===== src/rtl/operacion_pkg.sv =====
// rtl/operacion_pkg.sv - shared types and constants for the BCD-entry sequential divider
package operacion_pkg;

    typedef enum logic [1:0] {
        IDLE = 2'd0,
        LOAD = 2'd1,
        RUN  = 2'd2,
        DONE = 2'd3
    } state_t;

    localparam logic [3:0] BCD_BLANK = 4'hF;
    localparam logic [3:0] TENS_ONE  = 4'h1;
    localparam logic [3:0] TEN       = 4'd10;
    localparam logic [2:0] ITER      = 3'd4;

endpackage


===== src/rtl/operacion_if.sv =====
// rtl/operacion_if.sv - operand entry / result bundle between keypad logic and divider
interface operacion_if;
    logic       start;
    logic [7:0] a_bcd;
    logic [7:0] b_bcd;
    logic [3:0] cociente;
    logic [3:0] resto;

    modport master (
        output start, a_bcd, b_bcd,
        input  cociente, resto
    );

    modport slave (
        input  start, a_bcd, b_bcd,
        output cociente, resto
    );
endinterface


===== src/rtl/operacion_bcd2bin.sv =====
// rtl/operacion_bcd2bin.sv - two-digit keypad entry {tens, units} to 4-bit binary
module bcd2bin
    import operacion_pkg::*;
(
    input  logic [7:0] bcd,
    output logic [3:0] bin
);

    logic [3:0] tens_val;
    logic [3:0] units_val;

    assign tens_val  = (bcd[7:4] == TENS_ONE)  ? TEN : 4'd0;
    // A blank units digit (not keyed) counts as zero; the sum wraps mod 16.
    assign units_val = (bcd[3:0] != BCD_BLANK) ? bcd[3:0] : 4'd0;
    assign bin       = tens_val + units_val;

endmodule


===== src/rtl/operacion.sv =====
// rtl/operacion.sv - restoring 4-bit divider, one quotient bit per clock
module operacion
    import operacion_pkg::*;
(
    input  logic        clk,
    input  logic        rst_n,
    operacion_if.slave  bus
);

    state_t     state;
    logic [3:0] a_bin;
    logic [3:0] b_bin;
    logic [3:0] a_lat;
    logic [3:0] b_lat;
    logic [4:0] r;
    logic [3:0] q;
    logic [3:0] d;
    logic [2:0] count;
    logic [3:0] cociente_q;
    logic [3:0] resto_q;

    logic [5:0] trial;
    logic [4:0] r_next;
    logic [3:0] q_next;

    bcd2bin u_a_conv (.bcd(bus.a_bcd), .bin(a_bin));
    bcd2bin u_b_conv (.bcd(bus.b_bcd), .bin(b_bin));

    // With D=0 every trial succeeds, so Q fills with ones and R collects A.
    always_comb begin
        trial  = {r, q[3]};
        r_next = trial[4:0];
        q_next = {q[2:0], 1'b0};
        if (trial >= {2'b00, d}) begin
            r_next = 5'(trial - {2'b00, d});
            q_next = {q[2:0], 1'b1};
        end
    end

    always_ff @(posedge clk or negedge rst_n) begin
        if (!rst_n) begin
            state      <= IDLE;
            a_lat      <= '0;
            b_lat      <= '0;
            r          <= '0;
            q          <= '0;
            d          <= '0;
            count      <= '0;
            cociente_q <= '0;
            resto_q    <= '0;
        end else begin
            case (state)
                IDLE: begin
                    if (bus.start) begin
                        a_lat <= a_bin;
                        b_lat <= b_bin;
                        state <= LOAD;
                    end
                end
                LOAD: begin
                    r     <= '0;
                    q     <= a_lat;
                    d     <= b_lat;
                    count <= ITER;
                    state <= RUN;
                end
                RUN: begin
                    r     <= r_next;
                    q     <= q_next;
                    count <= count - 3'd1;
                    if (count == 3'd1) begin
                        state <= DONE;
                    end
                end
                DONE: begin
                    cociente_q <= q;
                    resto_q    <= r[3:0];
                    state      <= IDLE;
                end
                default: state <= IDLE;
            endcase
        end
    end

    assign bus.cociente = cociente_q;
    assign bus.resto    = resto_q;

endmodule


===== src/flat_wrapper.sv =====
// flat-port wrapper written by rule: the top's interface ports become plain ports
module operacion_flat import operacion_pkg::*;
  (clk, rst_n, bus_start, bus_a_bcd, bus_b_bcd, bus_cociente, bus_resto);
  operacion_if bus_i ();
  input  logic clk;
  input  logic rst_n;
  input wire logic [$bits(bus_i.start)-1:0] bus_start;
  input wire logic [$bits(bus_i.a_bcd)-1:0] bus_a_bcd;
  input wire logic [$bits(bus_i.b_bcd)-1:0] bus_b_bcd;
  output wire logic [$bits(bus_i.cociente)-1:0] bus_cociente;
  output wire logic [$bits(bus_i.resto)-1:0] bus_resto;
  assign bus_i.start = bus_start;
  assign bus_i.a_bcd = bus_a_bcd;
  assign bus_i.b_bcd = bus_b_bcd;
  assign bus_cociente = bus_i.cociente;
  assign bus_resto = bus_i.resto;
  operacion u_core (.clk(clk), .rst_n(rst_n), .bus(bus_i));
endmodule

===== config.mk =====
export PLATFORM = sky130hd
export DESIGN_NAME = operacion_flat
export DESIGN_NICKNAME = d
export VERILOG_FILES = /design/src/rtl/operacion_pkg.sv /design/src/rtl/operacion_if.sv /design/src/rtl/operacion_bcd2bin.sv /design/src/rtl/operacion.sv /design/src/flat_wrapper.sv
export SDC_FILE = /design/constraint.sdc
export NUM_CORES = 1
export LEC_CHECK = 0
export ABC_AREA = 1
export CELL_PAD_IN_SITES_DETAIL_PLACEMENT = 0
export CELL_PAD_IN_SITES_GLOBAL_PLACEMENT = 1
export CORE_ASPECT_RATIO = 1.4
export CORE_MARGIN = 10
export CORE_UTILIZATION = 43
export CTS_BUF_LIST = sky130_fd_sc_hd__clkbuf_8 sky130_fd_sc_hd__clkbuf_16
export DETAILED_ROUTE_END_ITERATION = 8
export PLACE_DENSITY_LB_ADDON = 0.1
export SKIP_CTS_REPAIR_TIMING = 1
export SYNTH_ARGS = -nofsm -noshare
export SYNTH_HDL_FRONTEND = slang
export SYNTH_SLANG_ARGS = --single-unit
export TNS_END_PERCENT = 20

===== constraint.sdc =====
create_clock -name clk -period 4 [get_ports clk]
set_input_delay 1 -clock clk [delete_from_list [all_inputs] [get_ports clk]]
set_output_delay 1 -clock clk [all_outputs]
set_load 0.01 [all_outputs]

==> metrics.txt <==
status=complete, no violations; Avg Cell Area, Syn=8.18 um2; Critical Path Max Stage Delay=480 ps; Net Count, Synth=266; initial antenna violation count=0; # H-tree levels=2; 1st-iter DRT viols=94; Root Driver=clkbuf_8; Crit-path slowest cell=clkdlybuf4s50_1; top post-synthesis cells by area=dfrtp_1, nand2_1, ha_1; post-DR vias/cell=4.67; Hold Path Cell Cnt=2; top cell type's share of synthesized area=45.0%; CTS tree=done; post-synth top area cell=dfrtp_1; number of global-route vias before repair=1474; Crit Reg-Reg Startpoint=u_core.q[3]$_DFFE_PN0P_; overall routing resource usage=9.61%; Final nets=298; Max-Cap Viols=0; worst endpoint required time=4180 ps; most frequent cell after synthesis=nand2_1; Clock Pin Slew Worst Setup and Hold Paths=70 ps; Post-synth top cells=nand2_1, dfrtp_1, inv_1; setup_tns=0 ps; CP Max Fanout=3; full die area=7480 um2; Slew Limit Fails=0; Final period util=58.9%; sequential element share of the synthesized area=45.0%; clock skew=5.96 ps; EDFF count, synth=0; CP Cell Sequence=clkdlybuf4s50_1, nand4_1, inv_1, nor2_1, ha_1, ha_1, inv_1, nand4_1, nand2_1, nand2_1, nand3_1, nand2_1; CORE AREA=4240 um2; crit path buf inv count=3; peak supply drop=0.000260 V; Max clock buf depth=2; Power Dens Cells=845 nW/um2; Async SR Flop Fraction=100%; CP Depth=12; LEAKAGE=1.22 nW; Overflow after GRT=0; Starting Density=44.6%; ANT cells=0; final setup fails=0; R2R cell count=9; layout cell share with drive strength beyond 1=9.47%; drt total wl=3550 um; Slew headroom=71.7%; port bufs=26; WL/cell=11.0 um; first-pass GRT wire length=6110 um; largest net degree at the start of global routing=35; Top cell by count, worst path=nand2_1; area grow syn2layout=25.2%; Hold Slack=479 ps; cell row count=28; worst hold start=u_core.b_lat[3]$_DFFE_PN0P_; DRC Markers=0; CTS buffer count=5; prevailing post-synth register cell=dfrtp_1; Syn. warnings=0; Startpoint Class=primary input; CP endpoint kind=register; Post-Syn Area=1890 um2; Worst Hold Class=register to register; Die Ht=98.4 um; Setup Crit Path Kind=primary input to register; Mapped Cells=231; CP arrival=2530 ps; post-synthesis register bit count=34; Post-DRT Antenna Nets=0; crit path from=bus_a_bcd[3]; Clock Latency Late Sink=280 ps; worst slew pin tran=424 ps; Final Hold Viols=0; DP HPWL=2830 um; Die Wd=76.0 um; GP Congestion=0.783; Max Freq=424 MHz; Final min period=2360 ps; DR vias=1512; Top delay family on crit path=buffers and inverters; RSZ-0062 raised after global routing=no; First-pass DRT Iterations=4; clk sinks=34; Synth cell types=26; Ports=27
==> cells by family (layout without fill, tap and decap cells) <==
kind of cell,Yosys count,count (layout),share of synthesized area (%)
and+or+nand+nor,114,114,27.2
buffers and inverters,42,75,8.41
DFF,34,34,45.0
AOI/OAI and AO/OA,20,20,5.63
adders and majority gates,16,16,11.0
muxes,3,3,1.79
xor gates and xnor gates,2,2,0.927
==> worst reg2reg max path, stage by stage, from the launching register on <==
cell,delay [ps]
dfrtp_1,330
inv_1,90
ha_1,220
fa_1,430
inv_1,90
nand3_2,140
nand3_4,150
nand2_1,70
nand3_1,90
nand2_1,50
==> flip-flops by register name, indices dropped and copies added (netlist names) <==
name                 flops
u_core.q                 4
u_core.state             2
u_core.b_lat             4
u_core.bus.cociente      4
u_core.count             3
u_core.d                 4
u_core.bus.resto         4
u_core.r                 5
u_core.a_lat             4
==> per-layer routing <==
metal  routed length (um)  track usage (%)
met1                 1650             10.3
met2                 1680             16.8
met3                  159             3.09
met4                   60             4.39
met5                    0                0
==> metrics by stage <==
stage / util (%) / total power (W) / instance area (um2) / worst slack, ps / std cells
6_report: 55.8 / 0.00200 / 2370 / 1640 / 324
5_1_grt: 55.8 / 0.00219 / 2370 / 1530 / 324
4_1_cts: 55.8 / 0.00203 / 2370 / 1630 / 324
3_5_place_dp: 52.4 / 0.00164 / 2220 / 1330 / 316
3_3_place_gp: 52.4 / 0.00162 / 2220 / 1350 / 316
2_1_floorplan: - / 0.00136 / 1890 / 1940 / 231
==> area by class of cell <==
| type | count | area (um2) |
|---|---|---|
| Fill cell | 429 | 1870 |
| Multi-Input combinational cell | 155 | 880 |
| Sequential cell | 34 | 851 |
| Timing Repair Buffer | 27 | 268 |
| Inverter | 40 | 150 |
| Clock buffer | 6 | 82.6 |
| Tap cell | 60 | 75.1 |
| Clock inverter | 2 | 60.1 |
==> power breakdown <==
part           total [W]  leakage [nW]  internal, W  switching, W
Clock           0.000386        0.0714     0.000266      0.000120
Combinational    0.00102         0.725     0.000418      0.000601
Sequential      0.000594         0.427     0.000502     0.0000922
==> worst paths after layout <==
path                                               end  slack, ps
max in group asynchronous  u_core.b_lat[1]$_DFFE_PN0P_       2570
hold / removal             u_core.b_lat[3]$_DFFE_PN0P_        480
hold reg to reg            u_core.b_lat[3]$_DFFE_PN0P_        480
min in group asynchronous      u_core.r[2]$_DFFE_PN0P_       1130
setup / recovery           u_core.a_lat[3]$_DFFE_PN0P_       1640
setup reg to reg               u_core.r[0]$_DFFE_PN0P_       2250
==> layout by cell type (no fill, tap or decap), types with 2 or more instances in the layout <==
| master | n |
|---|---|
| bufinv_16 | 2 |
| nand2_2 | 3 |
| o211ai_1 | 2 |
| inv_2 | 5 |
| nand4_1 | 8 |
| ha_1 | 15 |
| nand3_1 | 18 |
| xor2_1 | 2 |
| clkinv_1 | 2 |
| o21ai_0 | 4 |
| nor2_2 | 2 |
| mux2_2 | 3 |
| inv_1 | 33 |
| o21ai_1 | 5 |
| clkbuf_8 | 6 |
| a21oi_1 | 8 |
| dfrtp_1 | 34 |
| nand2_1 | 63 |
| clkdlybuf4s50_1 | 26 |
| nor2_1 | 15 |
Note: power is estimated with default switching activity, not from simulation.
